<file path="src/rtl/hpdmc_iodelay_ctl_if.sv">
// Command channel between the PHY control registers and the IODELAY2 sequencer.
interface hpdmc_iodelay_ctl_if #(
    parameter int LANES    = 16,
    parameter int TAP_BITS = 8
);
    logic                cmd_valid;
    logic                cmd_ready;
    logic [1:0]          cmd_op;
    logic [LANES-1:0]    cmd_mask;
    logic [TAP_BITS-1:0] cmd_count;

    modport master (
        output cmd_valid,
        output cmd_op,
        output cmd_mask,
        output cmd_count,
        input  cmd_ready
    );

    modport slave (
        input  cmd_valid,
        input  cmd_op,
        input  cmd_mask,
        input  cmd_count,
        output cmd_ready
    );
endinterface

</file>
<file path="src/rtl/hpdmc_iodelay_ctl.sv">
// IODELAY2 sequencing controller for the HPDMC DDR data path.
//
// state    | meaning
// ---------+----------------------------------------------------------
// INIT_CAL | after reset: launch the automatic CAL strobe
// INIT_RST | after init CAL settles: launch the automatic RST strobe
// IDLE     | cmd_ready high, waiting for a command
// CAL      | dly_cal strobe cycle
// RST      | dly_rst strobe cycle, shadow taps cleared
// STEP     | dly_ce strobe cycle, shadow taps move at its end
// GAP      | STEP_GAP idle cycles after a CE strobe
// WAIT     | BUSY_LAT blanking phase, then poll dly_busy with timeout
module hpdmc_iodelay_ctl #(
    parameter int LANES        = 16,
    parameter int TAP_BITS     = 8,
    parameter int TAP_MAX      = 255,
    parameter int STEP_GAP     = 4,
    parameter int BUSY_LAT     = 2,
    parameter int BUSY_TIMEOUT = 1023,
    localparam int SEL_W       = (LANES > 1) ? $clog2(LANES) : 1
) (
    input  logic                sys_clk,
    input  logic                sys_rst_n,
    hpdmc_iodelay_ctl_if.slave  cmd,
    output logic                dly_cal,
    output logic                dly_rst,
    output logic                dly_inc,
    output logic [LANES-1:0]    dly_ce,
    input  logic                dly_busy,
    input  logic [SEL_W-1:0]    tap_sel,
    output logic [TAP_BITS-1:0] tap_value,
    output logic                init_done,
    output logic                timeout
);

    localparam int WAIT_MAX = (BUSY_TIMEOUT > BUSY_LAT) ? BUSY_TIMEOUT : BUSY_LAT;
    localparam int WCW      = $clog2(WAIT_MAX + 1);

    localparam logic [1:0] OP_CAL = 2'b00;
    localparam logic [1:0] OP_RST = 2'b01;
    localparam logic [1:0] OP_INC = 2'b10;

    typedef enum logic [2:0] {
        INIT_CAL, INIT_RST, IDLE, CAL, RST, STEP, GAP, WAIT
    } state_t;

    state_t              state_q, state_d;
    logic                dly_cal_q, dly_cal_d;
    logic                dly_rst_q, dly_rst_d;
    logic                dly_inc_q, dly_inc_d;
    logic [LANES-1:0]    dly_ce_q, dly_ce_d;
    logic                cmd_ready_q, cmd_ready_d;
    logic                init_done_q, init_done_d;
    logic                timeout_q, timeout_d;
    logic                init_stage_q, init_stage_d;
    logic [1:0]          op_q, op_d;
    logic [LANES-1:0]    mask_q, mask_d;
    logic [TAP_BITS-1:0] remain_q, remain_d;
    logic [3:0]          gap_q, gap_d;
    logic [WCW-1:0]      wait_cnt_q, wait_cnt_d;
    logic                wait_blank_q, wait_blank_d;
    logic [TAP_BITS-1:0] tap_q [LANES];
    logic [TAP_BITS-1:0] tap_d [LANES];
    logic                issue;
    logic                wait_load;
    logic [LANES-1:0]    eff;

    assign dly_cal       = dly_cal_q;
    assign dly_rst       = dly_rst_q;
    assign dly_inc       = dly_inc_q;
    assign dly_ce        = dly_ce_q;
    assign cmd.cmd_ready = cmd_ready_q;
    assign init_done     = init_done_q;
    assign timeout       = timeout_q;
    assign tap_value     = (int'(tap_sel) < LANES) ? tap_q[tap_sel] : '0;

    // Shadow taps: RST is shared by every lane so it clears all of them; a CE strobe moves only its lanes.
    always_comb begin
        for (int l = 0; l < LANES; l++) begin
            tap_d[l] = tap_q[l];
            if (state_q == RST) begin
                tap_d[l] = '0;
            end else if (state_q == STEP && dly_ce_q[l]) begin
                tap_d[l] = dly_inc_q ? tap_q[l] + TAP_BITS'(1) : tap_q[l] - TAP_BITS'(1);
            end
        end
    end

    // Next-state and registered-output computation for the sequencer.
    always_comb begin
        state_d      = state_q;
        dly_cal_d    = 1'b0;
        dly_rst_d    = 1'b0;
        dly_inc_d    = 1'b0;
        dly_ce_d     = '0;
        init_done_d  = init_done_q;
        timeout_d    = timeout_q;
        init_stage_d = init_stage_q;
        op_d         = op_q;
        mask_d       = mask_q;
        remain_d     = remain_q;
        gap_d        = gap_q;
        wait_cnt_d   = wait_cnt_q;
        wait_blank_d = wait_blank_q;
        issue        = 1'b0;
        wait_load    = 1'b0;
        eff          = '0;

        case (state_q)
            INIT_CAL: begin
                dly_cal_d    = 1'b1;
                init_stage_d = 1'b0;
                state_d      = CAL;
            end
            INIT_RST: begin
                dly_rst_d    = 1'b1;
                init_stage_d = 1'b1;
                state_d      = RST;
            end
            IDLE: begin
                if (cmd.cmd_valid && cmd_ready_q) begin
                    timeout_d = 1'b0;
                    op_d      = cmd.cmd_op;
                    mask_d    = cmd.cmd_mask;
                    remain_d  = cmd.cmd_count;
                    if (cmd.cmd_op == OP_CAL) begin
                        dly_cal_d = 1'b1;
                        state_d   = CAL;
                    end else if (cmd.cmd_op == OP_RST) begin
                        dly_rst_d = 1'b1;
                        state_d   = RST;
                    end else begin
                        issue = 1'b1;
                    end
                end
            end
            CAL, RST: begin
                wait_load = 1'b1;
                state_d   = WAIT;
            end
            STEP: begin
                if (STEP_GAP == 0) begin
                    issue = 1'b1;
                end else begin
                    gap_d   = 4'(STEP_GAP - 1);
                    state_d = GAP;
                end
            end
            GAP: begin
                if (gap_q == '0) begin
                    issue = 1'b1;
                end else begin
                    gap_d = gap_q - 4'd1;
                end
            end
            WAIT: begin
                if (wait_blank_q) begin
                    if (wait_cnt_q == '0) begin
                        wait_blank_d = 1'b0;
                        wait_cnt_d   = WCW'(BUSY_TIMEOUT - 1);
                    end else begin
                        wait_cnt_d = wait_cnt_q - WCW'(1);
                    end
                end else if (!dly_busy) begin
                    if (!init_done_q && !init_stage_q) begin
                        state_d = INIT_RST;
                    end else begin
                        state_d     = IDLE;
                        init_done_d = 1'b1;
                    end
                end else if (wait_cnt_q == '0) begin
                    // A stuck BUSY aborts the sequence; init counts as done so software can recover.
                    timeout_d   = 1'b1;
                    init_done_d = 1'b1;
                    state_d     = IDLE;
                end else begin
                    wait_cnt_d = wait_cnt_q - WCW'(1);
                end
            end
            default: state_d = INIT_CAL;
        endcase

        if (wait_load) begin
            if (BUSY_LAT > 0) begin
                wait_blank_d = 1'b1;
                wait_cnt_d   = WCW'(BUSY_LAT - 1);
            end else begin
                wait_blank_d = 1'b0;
                wait_cnt_d   = WCW'(BUSY_TIMEOUT - 1);
            end
        end

        // Saturated lanes drop out of the mask; the command ends once nothing is left to move.
        if (issue) begin
            for (int l = 0; l < LANES; l++) begin
                eff[l] = mask_d[l] && !((op_d == OP_INC) ? (tap_d[l] == TAP_BITS'(TAP_MAX))
                                                         : (tap_d[l] == '0));
            end
            if (remain_d == '0 || eff == '0) begin
                state_d = IDLE;
            end else begin
                dly_ce_d  = eff;
                dly_inc_d = (op_d == OP_INC);
                remain_d  = remain_d - TAP_BITS'(1);
                state_d   = STEP;
            end
        end

        cmd_ready_d = (state_d == IDLE);
    end

    // State, strobes, status and shadow taps; async reset restarts the init sequence.
    always_ff @(posedge sys_clk or negedge sys_rst_n) begin
        if (!sys_rst_n) begin
            state_q      <= INIT_CAL;
            dly_cal_q    <= 1'b0;
            dly_rst_q    <= 1'b0;
            dly_inc_q    <= 1'b0;
            dly_ce_q     <= '0;
            cmd_ready_q  <= 1'b0;
            init_done_q  <= 1'b0;
            timeout_q    <= 1'b0;
            init_stage_q <= 1'b0;
            op_q         <= '0;
            mask_q       <= '0;
            remain_q     <= '0;
            gap_q        <= '0;
            wait_cnt_q   <= '0;
            wait_blank_q <= 1'b0;
            for (int l = 0; l < LANES; l++) tap_q[l] <= '0;
        end else begin
            state_q      <= state_d;
            dly_cal_q    <= dly_cal_d;
            dly_rst_q    <= dly_rst_d;
            dly_inc_q    <= dly_inc_d;
            dly_ce_q     <= dly_ce_d;
            cmd_ready_q  <= cmd_ready_d;
            init_done_q  <= init_done_d;
            timeout_q    <= timeout_d;
            init_stage_q <= init_stage_d;
            op_q         <= op_d;
            mask_q       <= mask_d;
            remain_q     <= remain_d;
            gap_q        <= gap_d;
            wait_cnt_q   <= wait_cnt_d;
            wait_blank_q <= wait_blank_d;
            for (int l = 0; l < LANES; l++) tap_q[l] <= tap_d[l];
        end
    end

endmodule

</file>
<file path="src/flat_wrapper.sv">
// flat-port wrapper written by rule: the top's interface ports become plain ports
module hpdmc_iodelay_ctl_flat 
#(
    parameter int LANES        = 16,
    parameter int TAP_BITS     = 8,
    parameter int TAP_MAX      = 255,
    parameter int STEP_GAP     = 4,
    parameter int BUSY_LAT     = 2,
    parameter int BUSY_TIMEOUT = 1023,
    localparam int SEL_W       = (LANES > 1) ? $clog2(LANES) : 1
)
  (sys_clk, sys_rst_n, dly_cal, dly_rst, dly_inc, dly_ce, dly_busy, tap_sel, tap_value, init_done, timeout, cmd_cmd_valid, cmd_cmd_op, cmd_cmd_mask, cmd_cmd_count, cmd_cmd_ready);
  hpdmc_iodelay_ctl_if #(.LANES(LANES), .TAP_BITS(TAP_BITS)) cmd_i ();
  input  logic sys_clk;
  input  logic sys_rst_n;
  output logic dly_cal;
  output logic dly_rst;
  output logic dly_inc;
  output logic [LANES-1:0] dly_ce;
  input  logic dly_busy;
  input  logic [SEL_W-1:0] tap_sel;
  output logic [TAP_BITS-1:0] tap_value;
  output logic init_done;
  output logic timeout;
  input wire logic [$bits(cmd_i.cmd_valid)-1:0] cmd_cmd_valid;
  input wire logic [$bits(cmd_i.cmd_op)-1:0] cmd_cmd_op;
  input wire logic [$bits(cmd_i.cmd_mask)-1:0] cmd_cmd_mask;
  input wire logic [$bits(cmd_i.cmd_count)-1:0] cmd_cmd_count;
  output wire logic [$bits(cmd_i.cmd_ready)-1:0] cmd_cmd_ready;
  assign cmd_i.cmd_valid = cmd_cmd_valid;
  assign cmd_i.cmd_op = cmd_cmd_op;
  assign cmd_i.cmd_mask = cmd_cmd_mask;
  assign cmd_i.cmd_count = cmd_cmd_count;
  assign cmd_cmd_ready = cmd_i.cmd_ready;
  hpdmc_iodelay_ctl #(.LANES(LANES), .TAP_BITS(TAP_BITS), .TAP_MAX(TAP_MAX), .STEP_GAP(STEP_GAP), .BUSY_LAT(BUSY_LAT), .BUSY_TIMEOUT(BUSY_TIMEOUT)) u_core (.sys_clk(sys_clk), .sys_rst_n(sys_rst_n), .cmd(cmd_i), .dly_cal(dly_cal), .dly_rst(dly_rst), .dly_inc(dly_inc), .dly_ce(dly_ce), .dly_busy(dly_busy), .tap_sel(tap_sel), .tap_value(tap_value), .init_done(init_done), .timeout(timeout));
endmodule
</file>
<file path="config.mk">
export PLATFORM = sky130hd
export DESIGN_NAME = hpdmc_iodelay_ctl_flat
export DESIGN_NICKNAME = d
export VERILOG_FILES = /design/src/rtl/hpdmc_iodelay_ctl_if.sv /design/src/rtl/hpdmc_iodelay_ctl.sv /design/src/flat_wrapper.sv
export SDC_FILE = /design/constraint.sdc
export NUM_CORES = 1
export LEC_CHECK = 0
export ABC_CLOCK_PERIOD_IN_PS = 9900
export BUFFER_PORTS_ARGS = -buffer_cell sky130_fd_sc_hd__buf_2
export CORE_MARGIN = 2
export CORE_UTILIZATION = 35
export CTS_CLUSTER_SIZE = 14
export DETAILED_ROUTE_END_ITERATION = 6
export RECOVER_POWER = 25
export SLEW_MARGIN = 0
export SYNTH_ARGS = -nofsm -noshare
export SYNTH_HDL_FRONTEND = slang
export SYNTH_SLANG_ARGS = --single-unit
</file>
<file path="constraint.sdc">
create_clock -name sys_clk -period 9.9 [get_ports sys_clk]
set_clock_uncertainty 0.15 [all_clocks]
set_input_delay 1.98 -clock sys_clk [delete_from_list [all_inputs] [get_ports sys_clk]]
set_output_delay 1.98 -clock sys_clk [all_outputs]
set_load 0.005 [all_outputs]
</file>
# [Yosys cells after proc, flatten, opt, wreduce, memory -nomap -nowiden]
# Cells that the tools add are included.
[word_totals] reg_bits=195 inputBits=34 out_inout_bits=30 word_cells=310
[classes] addsub=35 order_cmp=1 n_eq_ne=34 mux=122 n_bitwise=2 n_reduce_logical=85
[op_table] op="$mux 8" count=54
[op_table] op="$logic_not 8->1" count=17
[op_table] op="$sub 8x1->8 const B" count=17
[op_table] op="$add 8x1->8 const B" count=16
[op_table] op="$eq 8x8->1 const B" count=16
[op_table] op="$mux 16" count=4
[op_table] op="$mux 10" count=6
[op_table] op="$mux 1" count=38
[op_table] op="$logic_and 1x1->1" count=34
[op_table] op="$bmux 8 s4" count=1
[op_table] op="$mux 3" count=8
[op_table] op="$logic_not 1->1" count=18
[op_table] op="$pmux 3 s6" count=1
[op_table] op="$logic_not 16->1" count=1
[op_table] op="$eq 3x3->1 const B" count=4
[op_table] op="$logic_not 10->1" count=1
[op_table] op="$pmux 1 s2" count=5
[op_table] op="$sub 10x1->10 const B" count=1
[op_table] op="$eq 3x2->1 const B" count=3
[op_table] op="$ne 2x2->1 const B" count=4
[op_table] op="$pmux 4 s2" count=1
[op_table] op="$reduce_bool 2->1" count=4
[op_table] op="$mux 2" count=3
[op_table] op="$ne 2x1->1 const B" count=3
[op_table] op="19 further kinds" count=19

# [Logic depth before layout (Yosys ltp)]
[logic_depth] word_depth=13 mapped_depth=15 ltp_nobuf=13

# [Worst setup path before layout]
# No wires, ideal clock.
[synth_path] path_type="register to register" from="reg u_core.dly_inc_q (netlist: u_core.dly_inc)" to="reg u_core.remain_q[1]" setup_ns=0.079 arrival_ns=7.221 required_time_ns=9.671 path_slack_ns=2.450 stages_incl_launch_ff=15 n_path_buf=2 synth_period_minus_slack_ns=7.450 path_cell_list="dfrtp_1 > inv_1 > buf_1 > ha_1 > a21o_1 > a21oi_1 > nor3b_1 > nor3_1 > or4_1 > or3_1 > o311ai_0 > and4b_1 > a31o_1 > buf_4 > mux2i_1"
[synth_rtl] item="start, declared" line="hpdmc_iodelay_ctl.sv:50" text="logic dly_inc_q, dly_inc_d;"
[synth_rtl] item="start signal, assigned" line="hpdmc_iodelay_ctl.sv:235" text="dly_inc_q <= dly_inc_d;"
[synth_rtl] item="end signal, assigned" line="hpdmc_iodelay_ctl.sv:243" text="remain_q <= remain_d;"
[synth_rtl] item="end, declared" line="hpdmc_iodelay_ctl.sv:58" text="logic [TAP_BITS-1:0] remain_q, remain_d;"

==> metrics.cfg <==
[route]
routed_via_density=6.05
drt-total-wl_mm=50.2
wl_per_cell_um=21.6
first_iter_violations=1262
drc=0
first_pass_iters=5
vias=14100
ant_nets=0

[place]
place_hpwl_mm=37.1
gp_congestion=0.909
place_area_mm2=0.0163
numPortBuffers=63
dp_cells=2287
dp_slack_ns=3.18

[critical_path]
worstSetupPathType=reg2reg
path_max_fanout=46
critPathLaunchType=flop
crit_path_end_kind=flop
critPathMaxStageDelay_ns=1.77
arrival_ns=7.55
critPathRequiredTime_ns=10.15
crit_slowest_cell=clkbuf_1
path_cells=clkbuf_1 > nor3b_1 > clkbuf_1 > nor2_1 > nand2_1 > o21ai_0 > or4_1 > a2111o_1 > a32oi_1 > and4_1 > a31o_1 > and4_1

[sta]
rsz0062_at_grt=no
fin_crit_sh=0.737
slew_headroom=-1.27
setup_ws_ns=2.60
timing.hold.ws_ns=0.330
finalSetupTns_ns=0
worst_slew_pin_slew_ns=3.41
final-hold-violation-count=0
fin_crit_ns=7.30
drv_slew=104
setup_viol=0
fmax_mhz=137

[run_status]
status=finished, violations left
violations=capacitance limit, slew limit

[clocking]
ctsResizeCount=0
cts.reportedPaths.clkPinSlew_ns=0.07
cts_setup_buffers=0
cts_root_buffer=clkbuf_16
hold_buffers=0
cts_buffer_depth=2
numCtsBuffers=17
h-tree-depth=4
clk_latency_ns=0.46
cts_tree=yes
cts_sinks=195

[grt]
grt-ovfl-total=0
grt_pass1_wl_mm=78.3
grt_pass1_vias=13300
track_usage=0.218
antenna_found_initial=3
grt_max_degree=72

[yosys]
synth_edf_count=0
synth_cells=1698
ys_warn_count=0
synth.avg_cell_area_um2=9.14
synth-seq-cells=195
ys.flop_type=dfrtp_1
synthArstFlopShare=1.00
synth_area_mm2=0.0155
synth_nets=1847
ys_seq_area_frac=0.315
yosysUniqueCellTypes=82

[floorplanning]
row_count=77
core_area_mm2=0.0440
die_w_um=215
initial_core_util=0.352
ios=64
die-area_mm2=0.0460
die_height_um=215

[power_and_ir_drop]
leakagePower_nw=7.69
p_per_area_mw_per_mm2=158
total_power_mw=2.66
ir_worst_vdd_v=0.000163

[finish]
instances_no_fill=2322
final_nets=1863
postLayoutCellArea_mm2=0.0168
synthToLayoutAreaGrowth_pct=8.59
nFillCells=4480
fin_util=0.383
drive_above_1_share=0.104

[worst_hold_path]
hold_class=reg2reg

[run]
drv_cap=2

[cell usage in the layout, fill, tap and decap left out, types with 18 or more instances in the layout]
cell type	count
nor2_1	136
nor3b_1	25
and4b_1	18
o21a_1	18
xnor2_1	39
nand3_1	63
o21ai_0	113
mux4_2	40
inv_1	35
and2_1	20
a21o_1	29
a211oi_1	36
a21oi_1	92
nand2_1	153
mux2i_1	44
or3_1	27
ha_1	99
xor2_1	21
dfrtp_1	193
buf_2	62
nand4_1	21
nor3_1	65
[cell families after synthesis]
family	after synthesis	share of synthesized area
and+or+nand+nor	666	0.232
AOI/OAI and AO/OA	447	0.190
DFF	195	0.315
buffers and inverters	120	0.0347
adders and majority gates	115	0.100
muxes	95	0.0944
xor gates and xnor gates	60	0.0339
[synth_stat cells (17+ instances only)]
cell type / number / area share
o21a_1: 18 / 0.0087
or3_1: 27 / 0.011
ha_1: 99 / 0.080
nand3_1: 63 / 0.020
o21ai_0: 111 / 0.036
a21oi_1: 92 / 0.030
inv_1: 36 / 0.0087
nor3b_1: 24 / 0.012
a211oi_1: 36 / 0.017
nand4_1: 21 / 0.0085
clkbuf_1: 35 / 0.0085
dfrtp_1: 195 / 0.31
nand2_1: 153 / 0.037
and3_1: 17 / 0.0069
buf_2: 28 / 0.0090
and4b_1: 18 / 0.012
xnor2_1: 39 / 0.022
and2_1: 20 / 0.0081
a21o_1: 29 / 0.014
nor2_1: 136 / 0.033
mux4_2: 40 / 0.058
xor2_1: 21 / 0.012
nor3_1: 65 / 0.021
mux2i_1: 44 / 0.028
[per-layer routing]
metal | vias to the layer above | wire length (um) | global-route usage
met5 | - | 11 | 0
met2 | 493 | 23400 | 0.350
met4 | 2 | 1580 | 0.0775
met1 | 6954 | 22100 | 0.298
met3 | 84 | 3070 | 0.0336
li1 | 6519 | - | -
[power by group]
group	switching, mW	internal [mW]
combinational	0.645	0.330
clock	0.353	0.356
sequential	0.0838	0.889
[worst max-delay path, delay by kind of cell, from the launching register on]
family          cells  cell delay (ns)
simple gates        6             2.31
buf+inv             2             2.88
compound gates      4             1.47
flops               1             0.37
[state kept, by name, summed over array words and instances, names as in the netlist]
| signal | flops |
|---|---|
| u_core.tap_q | 128 |
| u_core.dly_ce | 16 |
| u_core.mask_q | 16 |
| u_core.wait_cnt_q | 10 |
| u_core.remain_q | 8 |
| u_core.gap_q | 4 |
| u_core.state_q | 3 |
| u_core.op_q | 2 |
| u_core.cmd.cmd_ready | 1 |
| u_core.dly_cal | 1 |
| u_core.dly_inc | 1 |
| u_core.dly_rst | 1 |
| u_core.init_done | 1 |
| u_core.init_stage_q | 1 |
| u_core.timeout | 1 |
| u_core.wait_blank_q | 1 |
[path summary, 6_finish.rpt]
check | start | end | slack (ns) | cells after the start
max | u_core.state_q[2] | u_core.cmd.cmd_ready | 2.60 | 12
min | u_core.mask_q[2] | u_core.mask_q[2] | 0.33 | 2
max reg2reg | u_core.state_q[2] | u_core.cmd.cmd_ready | 2.60 | 12
min reg2reg | u_core.mask_q[2] | u_core.mask_q[2] | 0.33 | 2
max in group asynchronous | sys_rst_n | u_core.dly_inc | 4.70 | 2
min in group asynchronous | sys_rst_n | u_core.mask_q[15] | 2.51 | 1
[layout make-up]
cell class | count | area, um^2 | share of cell area
repair buffers | 80 | 419 | 0.0249
inverters | 37 | 141 | 0.00839
multi-input cells | 1383 | 10100 | 0.598
well taps | 592 | 741 | 0.0440
clock inverters | 14 | 146 | 0.00869
flip-flops and latches | 195 | 4880 | 0.290
diodes | 3 | 7.51 | 0.000446
clock buffers | 18 | 429 | 0.0255
Note: power is estimated with default switching activity, not from simulation.
